<file path="src/rtl/l_class_oc_indicationpipearbiter_pkg.sv">
`default_nettype none
// +----------------------------------------------------------------------+
// | indication_pkg: message layout and round-robin helper for the arbiter |
// | Revision: 1.0                                                         |
// +----------------------------------------------------------------------+
package indication_pkg;

  localparam int IND_PAYLOAD_W = 64;
  localparam int IND_TAG_W     = 32;
  localparam int IND_MSG_W     = 96;
  localparam int MAX_REQ       = 16;
  localparam int GNT_W         = 4;

  typedef struct packed {
    logic [IND_TAG_W-1:0]     tag;
    logic [IND_PAYLOAD_W-1:0] payload;
  } ind_msg_t;

  // First requester after grant (wrapping), ending with grant itself; holds if none.
  function automatic logic [GNT_W-1:0] rr_next(input logic [GNT_W-1:0] grant,
                                               input logic [MAX_REQ-1:0] req_vec,
                                               input int nreq);
    logic [GNT_W-1:0] nxt;
    logic             found;
    int               idx;
    nxt   = grant;
    found = 1'b0;
    for (int k = 1; k <= MAX_REQ; k++) begin
      if (k <= nreq && !found) begin
        idx = (int'(grant) + k) % nreq;
        if (req_vec[idx[GNT_W-1:0]]) begin
          nxt   = idx[GNT_W-1:0];
          found = 1'b1;
        end
      end
    end
    return nxt;
  endfunction

endpackage
`default_nettype wire

</file>
<file path="src/rtl/l_class_oc_indicationpipearbiter_fifo.sv">
`default_nettype none
// +----------------------------------------------------------------------+
// | l_class_OC_IndicationFifo: DEPTH-entry FIFO, no bypass, sync reset    |
// | Revision: 1.0                                                         |
// +----------------------------------------------------------------------+
module l_class_OC_IndicationFifo #(
  parameter int DEPTH = 2,
  parameter int WIDTH = 96
) (
  input  logic                       CLK,
  input  logic                       RST,
  input  logic                       enq__ENA,
  input  logic [WIDTH-1:0]           enq_v,
  output logic                       enq__RDY,
  input  logic                       deq__ENA,
  output logic [WIDTH-1:0]           first,
  output logic                       deq__RDY,
  output logic [$clog2(DEPTH):0]     count
);

  localparam int PTR_W = $clog2(DEPTH);
  localparam int CNT_W = PTR_W + 1;

  logic [WIDTH-1:0] r_mem [DEPTH];
  logic [PTR_W-1:0] r_wptr;
  logic [PTR_W-1:0] r_rptr;
  logic [CNT_W-1:0] r_count;
  logic             w_enq;
  logic             w_deq;

  assign enq__RDY = (r_count < CNT_W'(DEPTH));
  assign deq__RDY = (r_count != '0);
  assign first    = deq__RDY ? r_mem[r_rptr] : '0;
  assign count    = r_count;
  assign w_enq    = enq__ENA && enq__RDY;
  assign w_deq    = deq__ENA && deq__RDY;

  always_ff @(posedge CLK) begin
    if (w_enq) begin
      r_mem[r_wptr] <= enq_v;
    end
  end

  // Power-of-two depth lets the pointers wrap naturally.
  always_ff @(posedge CLK) begin
    if (RST) begin
      r_wptr  <= '0;
      r_rptr  <= '0;
      r_count <= '0;
    end else begin
      if (w_enq) r_wptr <= r_wptr + 1'b1;
      if (w_deq) r_rptr <= r_rptr + 1'b1;
      r_count <= r_count + CNT_W'(w_enq) - CNT_W'(w_deq);
    end
  end

endmodule
`default_nettype wire

</file>
<file path="src/rtl/l_class_oc_indicationpipearbiter.sv">
`default_nettype none
// +----------------------------------------------------------------------+
// | l_class_oc_indicationpipearbiter: round-robin share of one pipe_enq   |
// | Revision: 1.0                                                         |
// +----------------------------------------------------------------------+
module l_class_oc_indicationpipearbiter
  import indication_pkg::*;
#(
  parameter int NREQ     = 4,
  parameter int DEPTH    = 2,
  parameter int TAG_BASE = 1
) (
  input  logic                          CLK,
  input  logic                          RST,
  input  logic [NREQ-1:0]               req__ENA,
  input  logic [NREQ*IND_PAYLOAD_W-1:0] req_payload,
  output logic [NREQ-1:0]               req__RDY,
  output logic                          pipe_enq__ENA,
  output logic [IND_MSG_W-1:0]          pipe_enq_v,
  input  logic                          pipe_enq__RDY,
  output logic [31:0]                   msg_count
);

  localparam int CNT_W = $clog2(DEPTH) + 1;

  logic [GNT_W-1:0]         r_grant;
  logic                     r_rst_d;
  logic [31:0]              r_msg_count;
  logic                     w_can_enq;
  logic                     w_can_deq;
  logic                     w_acc;
  logic                     w_deq;
  logic [CNT_W-1:0]         w_count;
  logic [IND_PAYLOAD_W-1:0] w_sel_payload;
  ind_msg_t                 w_enq_msg;
  logic [IND_MSG_W-1:0]     w_first;

  // r_rst_d keeps every requester blocked for one cycle after reset release.
  always_comb begin
    req__RDY      = '0;
    w_sel_payload = '0;
    for (int i = 0; i < NREQ; i++) begin
      if (r_grant == GNT_W'(i)) begin
        req__RDY[i]   = !RST && !r_rst_d && w_can_enq;
        w_sel_payload = req_payload[i*IND_PAYLOAD_W +: IND_PAYLOAD_W];
      end
    end
  end

  assign w_acc             = |(req__ENA & req__RDY);
  assign w_enq_msg.tag     = IND_TAG_W'(TAG_BASE) + IND_TAG_W'(r_grant);
  assign w_enq_msg.payload = w_sel_payload;
  assign w_deq             = !RST && w_can_deq && (w_count != '0) && pipe_enq__RDY;
  assign pipe_enq__ENA     = w_deq;
  assign pipe_enq_v        = w_first;
  assign msg_count         = r_msg_count;

  l_class_OC_IndicationFifo #(
    .DEPTH (DEPTH),
    .WIDTH (IND_MSG_W)
  ) u_fifo (
    .CLK      (CLK),
    .RST      (RST),
    .enq__ENA (w_acc),
    .enq_v    (w_enq_msg),
    .enq__RDY (w_can_enq),
    .deq__ENA (w_deq),
    .first    (w_first),
    .deq__RDY (w_can_deq),
    .count    (w_count)
  );

  // Grant rotates on every edge, even when a full FIFO blocks the accept.
  always_ff @(posedge CLK) begin
    if (RST) begin
      r_grant     <= '0;
      r_rst_d     <= 1'b1;
      r_msg_count <= '0;
    end else begin
      r_rst_d <= 1'b0;
      r_grant <= rr_next(r_grant, MAX_REQ'(req__ENA), NREQ);
      if (w_acc) r_msg_count <= r_msg_count + 32'd1;
    end
  end

endmodule
`default_nettype wire
</file>
<file path="config.mk">
export PLATFORM = sky130hd
export DESIGN_NAME = l_class_oc_indicationpipearbiter
export DESIGN_NICKNAME = d
export VERILOG_FILES = /design/src/rtl/l_class_oc_indicationpipearbiter_pkg.sv /design/src/rtl/l_class_oc_indicationpipearbiter_fifo.sv /design/src/rtl/l_class_oc_indicationpipearbiter.sv
export SDC_FILE = /design/constraint.sdc
export NUM_CORES = 1
export LEC_CHECK = 0
export ABC_AREA = 1
export CAP_MARGIN = 40
export CORE_ASPECT_RATIO = 0.9
export CORE_MARGIN = 4
export CORE_UTILIZATION = 51
export CTS_BUF_LIST = sky130_fd_sc_hd__clkbuf_16
export CTS_CLUSTER_SIZE = 24
export DETAILED_ROUTE_END_ITERATION = 10
export GPL_ROUTABILITY_DRIVEN = 0
export PLACE_DENSITY = 0.92
export SLEW_MARGIN = 30
export SYNTH_ARGS = -nofsm -noshare
export SYNTH_HDL_FRONTEND = slang
export SYNTH_HIERARCHICAL = 1
export SYNTH_SLANG_ARGS = --single-unit
</file>
<file path="constraint.sdc">
create_clock -name CLK -period 11.4 [get_ports CLK]
set_input_delay 2.28 -clock CLK [delete_from_list [all_inputs] [get_ports CLK]]
set_output_delay 2.28 -clock CLK [all_outputs]
set_load 0.1 [all_outputs]
</file>
==> impl_metrics.py, run 1 <==
metrics = {
    "status": {
        "outcome": "complete, no violations",
    },
    "yosys": {
        "syn_inst": 1402,
        "ys_warn_count": 6,
        "synth_area_um2": 11800,
        "synth-seq-cells": 234,
        "ys_types": 32,
        "netlist_top_cells_area": "edfxtp_1 49%, nand2_1 17%, dfxtp_1 7.1%",
        "synth_top_area_share_pct": 48.8,
        "syn_avg_cell_area_um2": 8.43,
        "ys_seq_area_share_pct": 55.9,
        "yosysTopAreaCell": "edfxtp_1",
    },
    "clock_tree": {
        "clock-sinks": 234,
        "cts.htree.levels": 1,
        "cts-hold-fix-buffers": 0,
        "cts_resized": 0,
        "cts_buffers": 23,
        "clk_latency_ns": 0.50,
        "cts-root-buf": "clkbuf_16",
        "cts_max_path_buffers": 3,
        "post_cts_buffers": 0,
        "cts_tree": "built",
        "path_clk_slew_ns": 0.06,
    },
    "layout": {
        "layout.cells.non_filler": 2254,
        "drive_gt1_share_pct": 10.5,
        "fillers": 1077,
        "final_common_cell": "nand2_1",
        "multiInputGateArea_um2": 4710,
        "area_growth_pct": 62.9,
        "final_nets": 2200,
        "final_cell_mix": "550 x nand2_1, 384 x clkdlybuf4s50_1, 192 x edfxtp_1",
        "finish.utilization_pct": 85.0,
        "seq_area_um2": 6610,
    },
    "timing": {
        "rsz0062_at_grt": "no",
        "hold_slack_ns": 0.475,
        "fin_tns_setup_ns": 0,
        "hold_violations": 0,
        "min_period_ns": 7.00,
        "relSlewSlack_pct": 39.3,
        "clock_skew_ns": 0.0167,
        "drv_slew": 0,
        "max_slew.worst_pin.slew_ns": 0.902,
        "max_freq_mhz": 143,
        "period_share_pct": 61.4,
        "setup_viol": 0,
    },
    "global_routing": {
        "grt_pass1_wl_um": 77600,
        "grt_max_degree": 97,
        "track_usage_pct": 39.2,
        "grt_pass1_vias": 13511,
        "overflow": 0,
        "antenna_found_initial": 12,
    },
    "power_and_ir_drop": {
        "p_per_area_nw_per_um2": 194,
        "design_power_total_mw": 3.74,
        "ir_drop_mv": 0.125,
        "p_leak_nw": 7.29,
    },
    "die": {
        "die_h_um": 152,
        "start_util_pct": 52.2,
        "io_pins": 396,
        "dieArea_um2": 25700,
        "fp.coreArea_um2": 22600,
        "floorplan.rows": 52,
        "die_x_um": 168,
    },
    "critical_path": {
        "cp.arrival_ns": 4.72,
        "cp_cell_sequence": "clkdlybuf4s50_1 -> buf_6 -> clkinv_1 -> o2111a_1 -> clkdlybuf4s50_1 -> buf_8",
        "endpoint_kind": "primary output",
        "crit_required_ns": 9.12,
        "crit_buf_inv": 5,
        "cpMaxStageDelayCell": "clkdlybuf4s50_1",
        "setup.worst_path.start_class": "input pin",
        "crit_path_frequent_cell": "clkdlybuf4s50_1",
        "worstSetupPathType": "in -> out",
        "slowest_delay_ns": 0.63,
        "cp_top_family": "buffers and inverters",
        "critPathMaxFanout": 19,
    },
    "routing": {
        "drc": 0,
        "vias": 13301,
        "wl_um": 53000,
        "via_per_inst": 5.90,
        "antenna_left": 0,
        "first_pass_iters": 6,
        "wl_per_cell_um": 23.5,
        "drt_iter0_markers": 1529,
    },
    "flow_run": {
        "drv_cap": 0,
    },
    "min_path": {
        "min_path_type": "reg -> reg",
    },
    "place": {
        "io_buffers": 395,
        "placedCellCount": 2201,
        "dpl.hpwl_um": 37700,
    },
}
registers in the layout, indices dropped and copies added, names as in the netlist, named ones only:
register / flops
u_fifo/r_wptr: 1
u_fifo/count: 2
msg_count: 32
u_fifo/r_mem: 192
r_rst_d: 1
u_fifo/r_rptr: 1
r_grant: 4
power by group:
part / total, mW / switching (mW) / internal, mW
Sequential: 1.17 / 0.0374 / 1.13
Clock: 0.738 / 0.306 / 0.432
Combinational: 1.84 / 1.25 / 0.586
metal layers:
metal / global-route usage [%] / routed length (um) / share of wire (%)
met1: 39.9 / 15900 / 30
met2: 66.5 / 25900 / 49
met3: 11.5 / 5540 / 10
met4: 31.5 / 5600 / 11
met5: 0 / 13 / 0.025
tightest hold or removal path, cell delays in order (launching register included):
cell and delay (ns):
dfxtp_1 0.29, inv_1 0.07, a21oi_1 0.06
Yosys cell counts:
cell,count
a21oi_1,130
a21oi_2,1
buf_2,43
buf_4,4
buf_6,13
buf_8,3
clkbuf_1,19
clkinv_1,1
clkinv_2,1
conb_1,1
dfxtp_1,42
edfxtp_1,192
ha_1,6
inv_1,47
inv_2,8
nand2_1,550
nand2_2,4
nand2_4,1
nand3_1,98
nand4_1,3
nor2_1,78
nor2_2,4
nor2_4,2
nor3_1,5
o2111a_1,1
o211ai_1,1
o21ai_0,71
o21ai_1,62
o21bai_1,1
or2_2,2
xnor2_1,2
xor2_1,6
worst paths after layout:
path | start | to | slack [ns] | cells after the start
hold / removal | u_fifo/r_rptr$_SDFFE_PP0P_ | u_fifo/r_rptr$_SDFFE_PP0P_ | 0.48 | 2
setup reg to reg | r_grant[0]$_SDFFE_PP0P_ | u_fifo/r_mem[1][16]$_DFFE_PP_ | 7.17 | 12
setup / recovery | RST | pipe_enq__ENA | 4.40 | 6
hold reg to reg | u_fifo/r_rptr$_SDFFE_PP0P_ | u_fifo/r_rptr$_SDFFE_PP0P_ | 0.48 | 2
per-stage QoR:
step	cell area, um^2	setup slack, ns
2_1_floorplan	12000	3.71
3_3_place_gp	16000	3.68
3_5_place_dp	18500	3.92
4_1_cts	19200	3.88
5_1_grt	19300	4.27
6_report	19300	4.40
layout make-up:
type | instances | area share, %
well taps | 297 | 1.93
diodes | 11 | 0.143
flip-flops and latches | 234 | 34.3
multi-input cells | 1082 | 24.5
repair buffers | 533 | 34.2
inverters | 57 | 1.13
clock inverters | 17 | 0.767
clock buffers | 23 | 2.99
cell families (layout without fill, tap and decap cells):
group | Yosys count | after routing | synth area share, %
AO/OA/AOI/OAI | 267 | 267 | 11.4
XOR/XNOR | 8 | 8 | 0.593
adder cells (fa/ha/maj) | 6 | 6 | 0.635
buffers and inverters | 139 | 630 | 6.12
flip-flops | 234 | 234 | 55.9
other | 1 | 65 | 0.0317
AND/OR/NAND/NOR | 747 | 747 | 25.3
Power figures use the tool's default switching activity.
==> run 2: changes to the inputs <==
--- a/config.mk
+++ b/config.mk
@@ -9,12 +9,12 @@
 export CAP_MARGIN = 40
 export CORE_ASPECT_RATIO = 0.9
 export CORE_MARGIN = 4
-export CORE_UTILIZATION = 51
+export CORE_UTILIZATION = 42
 export CTS_BUF_LIST = sky130_fd_sc_hd__clkbuf_16
 export CTS_CLUSTER_SIZE = 24
 export DETAILED_ROUTE_END_ITERATION = 10
 export GPL_ROUTABILITY_DRIVEN = 0
-export PLACE_DENSITY = 0.92
+export PLACE_DENSITY = 0.81
 export SLEW_MARGIN = 30
 export SYNTH_ARGS = -nofsm -noshare
 export SYNTH_HDL_FRONTEND = slang
==> constraint.sdc (replaced) <==
create_clock -name CLK -period 6.4 [get_ports CLK]
set_input_delay 1.28 -clock CLK [delete_from_list [all_inputs] [get_ports CLK]]
set_output_delay 1.28 -clock CLK [all_outputs]
set_load 0.1 [all_outputs]
==> run 2 against run 1 <==
Compared with the run above:
- count of clock-buffer cells in the layout rose by 2
- core utilization is 14 points lower
- sequential cell count unchanged
- critical path type unchanged
- highest routed layer unchanged
- critical endpoint unchanged
==> impl_metrics.py, run 2 (synthesized netlist as in run 1, its figures left out) <==
metrics = {
    "critical_path": {
        "rr_startpoint": "r_grant[0]$_SDFFE_PP0P_",
        "crit_buf_inv": 3,
        "cp_cell_sequence": "clkdlybuf4s50_1 -> clkinv_1 -> o2111a_1 -> buf_4",
        "cp_top_family": "buffers and inverters",
        "slowest_delay_ns": 0.82,
        "setup.worst_path.start_class": "input pin",
        "crit_required_ns": 5.12,
        "cp.arrival_ns": 3.38,
        "worstSetupPathType": "in -> out",
        "cpMaxStageDelayCell": "clkdlybuf4s50_1",
        "timing.rr.end": "u_fifo/r_mem[1][2]$_DFFE_PP_",
        "endpoint_kind": "primary output",
        "regToRegSetupSlack_ns": 3.12,
        "critPathMaxFanout": 18,
        "rr_worst_depth": 9,
    },
    "die": {
        "floorplan.rows": 57,
        "die_x_um": 185,
        "dieArea_um2": 30900,
        "start_util_pct": 43.2,
        "fp.coreArea_um2": 27400,
        "io_pins": 396,
        "die_h_um": 167,
    },
    "routing": {
        "first_pass_iters": 6,
        "drc": 0,
        "via_per_inst": 5.33,
        "wl_per_cell_um": 20.2,
        "wl_um": 46700,
        "drt_iter0_markers": 1207,
        "vias": 12320,
        "antenna_left": 0,
    },
    "timing": {
        "period_share_pct": 72.9,
        "hold_violations": 0,
        "relSlewSlack_pct": 45.7,
        "drv_slew": 0,
        "clock_skew_ns": 0.0162,
        "max_slew.worst_pin.slew_ns": 0.815,
        "max_freq_mhz": 214,
        "rsz0062_at_grt": "no",
        "hold_slack_ns": 0.479,
        "min_period_ns": 4.66,
        "fin_tns_setup_ns": 0,
        "setup_viol": 0,
    },
    "flow_run": {
        "drv_cap": 0,
    },
    "power_and_ir_drop": {
        "p_per_area_nw_per_um2": 340,
        "ir_drop_mv": 0.275,
        "p_leak_nw": 7.35,
    },
    "clock_tree": {
        "cts_max_path_buffers": 3,
        "path_clk_slew_ns": 0.06,
        "post_cts_buffers": 0,
        "cts-root-buf": "clkbuf_16",
        "cts_resized": 0,
        "clk_latency_ns": 0.52,
        "cts-hold-fix-buffers": 0,
        "cts_tree": "built",
        "cts.htree.levels": 1,
        "clock-sinks": 234,
        "cts_buffers": 25,
    },
    "layout": {
        "drive_gt1_share_pct": 10.9,
        "top_register": "u_fifo/r_mem",
        "area_growth_pct": 64.5,
        "postLayoutCellArea_um2": 19400,
        "largest_register_ffs": 192,
        "fillers": 1843,
        "final_common_cell": "nand2_1",
        "final_nets": 2206,
        "final_cell_mix": "550 x nand2_1, 387 x clkdlybuf4s50_1, 192 x edfxtp_1",
        "multiInputGateArea_um2": 4710,
        "seq_area_um2": 6610,
        "finish.utilization_pct": 71.0,
    },
    "min_path": {
        "worstHoldStart": "u_fifo/r_rptr$_SDFFE_PP0P_",
        "min_path_type": "reg -> reg",
        "worstHoldPathCells": 2,
    },
    "global_routing": {
        "overflow": 0,
        "grt_pass1_vias": 12326,
        "antenna_found_initial": 5,
        "track_usage_pct": 28.9,
        "grt_pass1_wl_um": 69900,
        "grt_max_degree": 98,
    },
    "place": {
        "dpl_cell_area_um2": 18600,
        "dpl.hpwl_um": 33700,
        "io_buffers": 395,
    },
    "status": {
        "outcome": "complete, no violations",
    },
}
## run 2: changes by cell type in the layout (fill, tap and decap cells not counted), sizes merged
| cell | previous run | this run |
|---|---|---|
| clkbuf | 23 | 26 |
| clkdlybuf4s50 | 384 | 387 |
| clkinv | 9 | 13 |
| clkinvlp | 1 | 0 |
| diode | 11 | 3 |
| inv | 61 | 62 |
## run 2: cell type report
class / instances / share of cell area (%)
antenna: 3 / 0.0386
clock buffer: 25 / 3.22
clock inverter: 21 / 0.914
inverter: 57 / 1.12
multi-input combinational: 1082 / 24.3
sequential: 234 / 34.0
tap: 354 / 2.28
timing repair buffer: 537 / 34.2
## run 2: worst reg2reg max path: stages, from the launching register on
cell      delay [ns]
dfxtp_1         0.43
inv_1           0.24
ha_1            0.18
inv_1           0.04
nor2_1          0.20
clkinv_2        0.42
buf_4           0.38
buf_16          0.25
o21ai_1         0.65
o21ai_0         0.21
## run 2: where the power goes
| group | leakage [nW] | switching [mW] | internal [mW] | total, mW |
|---|---|---|---|---|
| Sequential | 2.10 | 0.0574 | 2.01 | 2.07 |
| Combinational | 4.83 | 2.06 | 1.06 | 3.13 |
| Clock | 0.418 | 0.586 | 0.834 | 1.42 |
## run 2: how the worst max path moves through the flow
stage | cells after the start | startpoint | slack, ns | to
6_report | 4 | RST | 1.74 | pipe_enq__ENA
5_1_grt | 4 | RST | 1.60 | pipe_enq__ENA
4_1_cts | 4 | RST | 1.70 | pipe_enq__ENA
3_5_place_dp | 4 | RST | 1.70 | pipe_enq__ENA
3_3_place_gp | 4 | RST | 1.79 | pipe_enq__ENA
2_1_floorplan | 9 | RST | 1.33 | u_fifo/r_mem[1][0]$_DFFE_PP_
## run 2: stage by stage
| step | setup slack, ns | std cells | total power, mW |
|---|---|---|---|
| after detailed placement | 1.70 | 2262 | 5.15 |
| after floorplan | 1.33 | 1455 | 3.87 |
| final | 1.74 | 2313 | 6.61 |
| after global routing | 1.60 | 2313 | 6.88 |
| after CTS | 1.70 | 2308 | 6.58 |
| after global placement | 1.79 | 2136 | 4.58 |
## run 2: layer usage
layer / up-vias / track usage (%) / share of wire, %
met1: 5676 / 33.1 / 36
met4: 2 / 15.1 / 5.7
met5: - / 0 / 0.032
li1: 5708 / - / -
met2: 754 / 49.2 / 49
met3: 180 / 7.96 / 9.3
==> run 3: changes to the inputs <==
--- a/config.mk
+++ b/config.mk
@@ -9,12 +9,12 @@
 export CAP_MARGIN = 40
 export CORE_ASPECT_RATIO = 0.9
 export CORE_MARGIN = 4
-export CORE_UTILIZATION = 42
+export CORE_UTILIZATION = 47
 export CTS_BUF_LIST = sky130_fd_sc_hd__clkbuf_16
 export CTS_CLUSTER_SIZE = 24
 export DETAILED_ROUTE_END_ITERATION = 10
 export GPL_ROUTABILITY_DRIVEN = 0
-export PLACE_DENSITY = 0.81
+export PLACE_DENSITY = 0.86
 export SLEW_MARGIN = 30
 export SYNTH_ARGS = -nofsm -noshare
 export SYNTH_HDL_FRONTEND = slang
==> constraint.sdc (replaced) <==
create_clock -name CLK -period 4.7 [get_ports CLK]
set_input_delay 0.94 -clock CLK [delete_from_list [all_inputs] [get_ports CLK]]
set_output_delay 0.94 -clock CLK [all_outputs]
set_load 0.1 [all_outputs]
==> run 3 against run 2 <==
Compared with the run above:
- non-clock buffer count decreased by 92
- clock power increased by 34%
- global-route usage decreased by 0.48 points
- combinational power increased by 11%
- final area decreased by 11%
- first-iteration DRC count decreased by 2.3%
- sequential cell count unchanged
- hold slack got worse by 0.0085 ns
- sequential power increased by 36%
- largest power group unchanged
==> impl_metrics.py, run 3 (synthesized netlist as in run 1, its figures left out) <==
metrics = {
    "global_routing": {
        "grt_max_degree": 71,
        "grt_pass1_vias": 11298,
        "antenna_found_initial": 6,
        "grt_pass1_wl_um": 62100,
        "overflow": 0,
        "track_usage_pct": 28.4,
    },
    "layout": {
        "drive_gt1_share_pct": 11.5,
        "final_cell_mix": "550 x nand2_1, 294 x clkdlybuf4s50_1, 192 x edfxtp_1",
        "finish.utilization_pct": 70.3,
        "largest_register_ffs": 192,
        "area_growth_pct": 45.9,
        "layout.cells.non_filler": 2205,
        "postLayoutCellArea_um2": 17200,
        "final_nets": 2114,
        "fillers": 1862,
        "final_common_cell": "nand2_1",
        "top_register": "u_fifo/r_mem",
    },
    "critical_path": {
        "timing.rr.end": "u_fifo/r_mem[1][2]$_DFFE_PP_",
        "cp.arrival_ns": 2.76,
        "critPathMaxFanout": 51,
        "rr_startpoint": "r_grant[0]$_SDFFE_PP0P_",
        "cp-endpoint": "pipe_enq_v[2]",
        "slowest_delay_ns": 0.55,
        "cp_cell_sequence": "inv_1 -> nand2_2 -> clkinv_2 -> buf_4 -> a21oi_1 -> buf_4",
        "endpoint_kind": "primary output",
        "crit_start": "u_fifo/count[0]$_SDFF_PP0_",
        "crit_required_ns": 3.76,
        "cpMaxStageDelayCell": "buf_4",
        "setup.worst_path.start_class": "flip-flop",
        "regToRegSetupSlack_ns": 1.89,
        "rr_worst_depth": 6,
        "worstSetupPathType": "reg -> out",
        "crit_path_frequent_cell": "buf_4",
    },
    "status": {
        "outcome": "complete, no violations",
    },
    "timing": {
        "fin_tns_setup_ns": 0,
        "hold_violations": 0,
        "max_slew.worst_pin.slew_ns": 0.763,
        "hold_slack_ns": 0.470,
        "setup_viol": 0,
        "drv_slew": 0,
        "rsz0062_at_grt": "no",
        "relSlewSlack_pct": 49.2,
        "clock_skew_ns": 0.00813,
        "finalWorstSetupSlack_ns": 0.997,
        "max_freq_mhz": 270,
        "min_period_ns": 3.70,
        "period_share_pct": 78.8,
    },
    "clock_tree": {
        "cts_buffers": 25,
        "cts_tree": "built",
        "cts-root-buf": "clkbuf_16",
        "clock-sinks": 234,
        "cts_max_path_buffers": 3,
        "path_clk_slew_ns": 0.06,
        "clk_latency_ns": 0.51,
        "cts-hold-fix-buffers": 0,
        "cts.htree.levels": 1,
        "post_cts_buffers": 0,
        "cts_resized": 0,
    },
    "flow_run": {
        "drv_cap": 0,
    },
    "place": {
        "dpl_cell_area_um2": 16400,
        "dp_slack_ns": 1.36,
        "io_buffers": 395,
        "placedCellCount": 2154,
        "dpl.hpwl_um": 31100,
    },
    "die": {
        "fp.coreArea_um2": 24500,
        "start_util_pct": 48.2,
        "floorplan.rows": 54,
        "dieArea_um2": 27700,
        "io_pins": 396,
        "die_x_um": 175,
        "die_h_um": 158,
    },
    "min_path": {
        "min_path_type": "reg -> reg",
    },
    "power_and_ir_drop": {
        "p_leak_nw": 6.66,
        "p_per_area_nw_per_um2": 474,
        "ir_drop_mv": 0.281,
        "design_power_total_mw": 8.17,
    },
    "routing": {
        "antenna_left": 0,
        "drc": 0,
        "wl_um": 41900,
        "via_per_inst": 5.28,
        "vias": 11640,
        "first_pass_iters": 5,
        "drt_iter0_markers": 1179,
        "wl_per_cell_um": 19.0,
    },
}
==> run 3: cell types whose count changed in the layout (fill, tap and decap cells not counted), sizes merged <==
cell	delta
clkdlybuf4s50	-93
buf	+2
bufinv	-1
diode	+4
clkinv	-3
clkbuf	+1
==> run 3: metal layers <==
| metal | global-route usage, % | up-vias | part of all wire (%) |
|---|---|---|---|
| met3 | 7.45 | 134 | 9.4 |
| li1 | - | 5541 | - |
| met1 | 33.6 | 5349 | 36 |
| met2 | 48.9 | 612 | 50 |
| met5 | 0 | - | 0.067 |
| met4 | 13.4 | 4 | 4.9 |
==> run 3: how the worst min path moves through the flow <==
stage,from,to,slack [ns],depth (start not counted)
floorplan,u_fifo/r_rptr$_SDFFE_PP0P_,flip-flop,0.45,2
global placement,u_fifo/r_rptr$_SDFFE_PP0P_,flip-flop,0.45,2
detailed placement,u_fifo/r_rptr$_SDFFE_PP0P_,flip-flop,0.46,2
CTS,u_fifo/r_rptr$_SDFFE_PP0P_,flip-flop,0.47,2
global route,u_fifo/r_rptr$_SDFFE_PP0P_,u_fifo/r_rptr$_SDFFE_PP0P_,0.51,2
finish,u_fifo/r_rptr$_SDFFE_PP0P_,flip-flop,0.47,2
==> run 3: layout make-up <==
class / instances / area (um^2) / area share, %
Multi-Input combinational cell: 1082 / 4710 / 27.3
Antenna cell: 7 / 17.5 / 0.102
Tap cell: 336 / 420 / 2.44
Clock inverter: 17 / 128 / 0.740
Inverter: 57 / 218 / 1.26
Sequential cell: 234 / 6610 / 38.3
Clock buffer: 27 / 676 / 3.92
Timing Repair Buffer: 445 / 4460 / 25.9
==> run 3: worst max-delay path: cells and delay by family, from the launching register on <==
kind	cells	cell delay (ns)
buffers and inverters	4	1.48
flip-flops	1	0.37
AO/OA/AOI/OAI	1	0.26
AND/OR/NAND/NOR	1	0.10
==> run 3: where the power goes <==
part	internal [mW]	total (mW)	switching, mW
registers	2.73	2.81	0.0735
clock network	1.14	1.90	0.762
logic	0.907	3.47	2.56
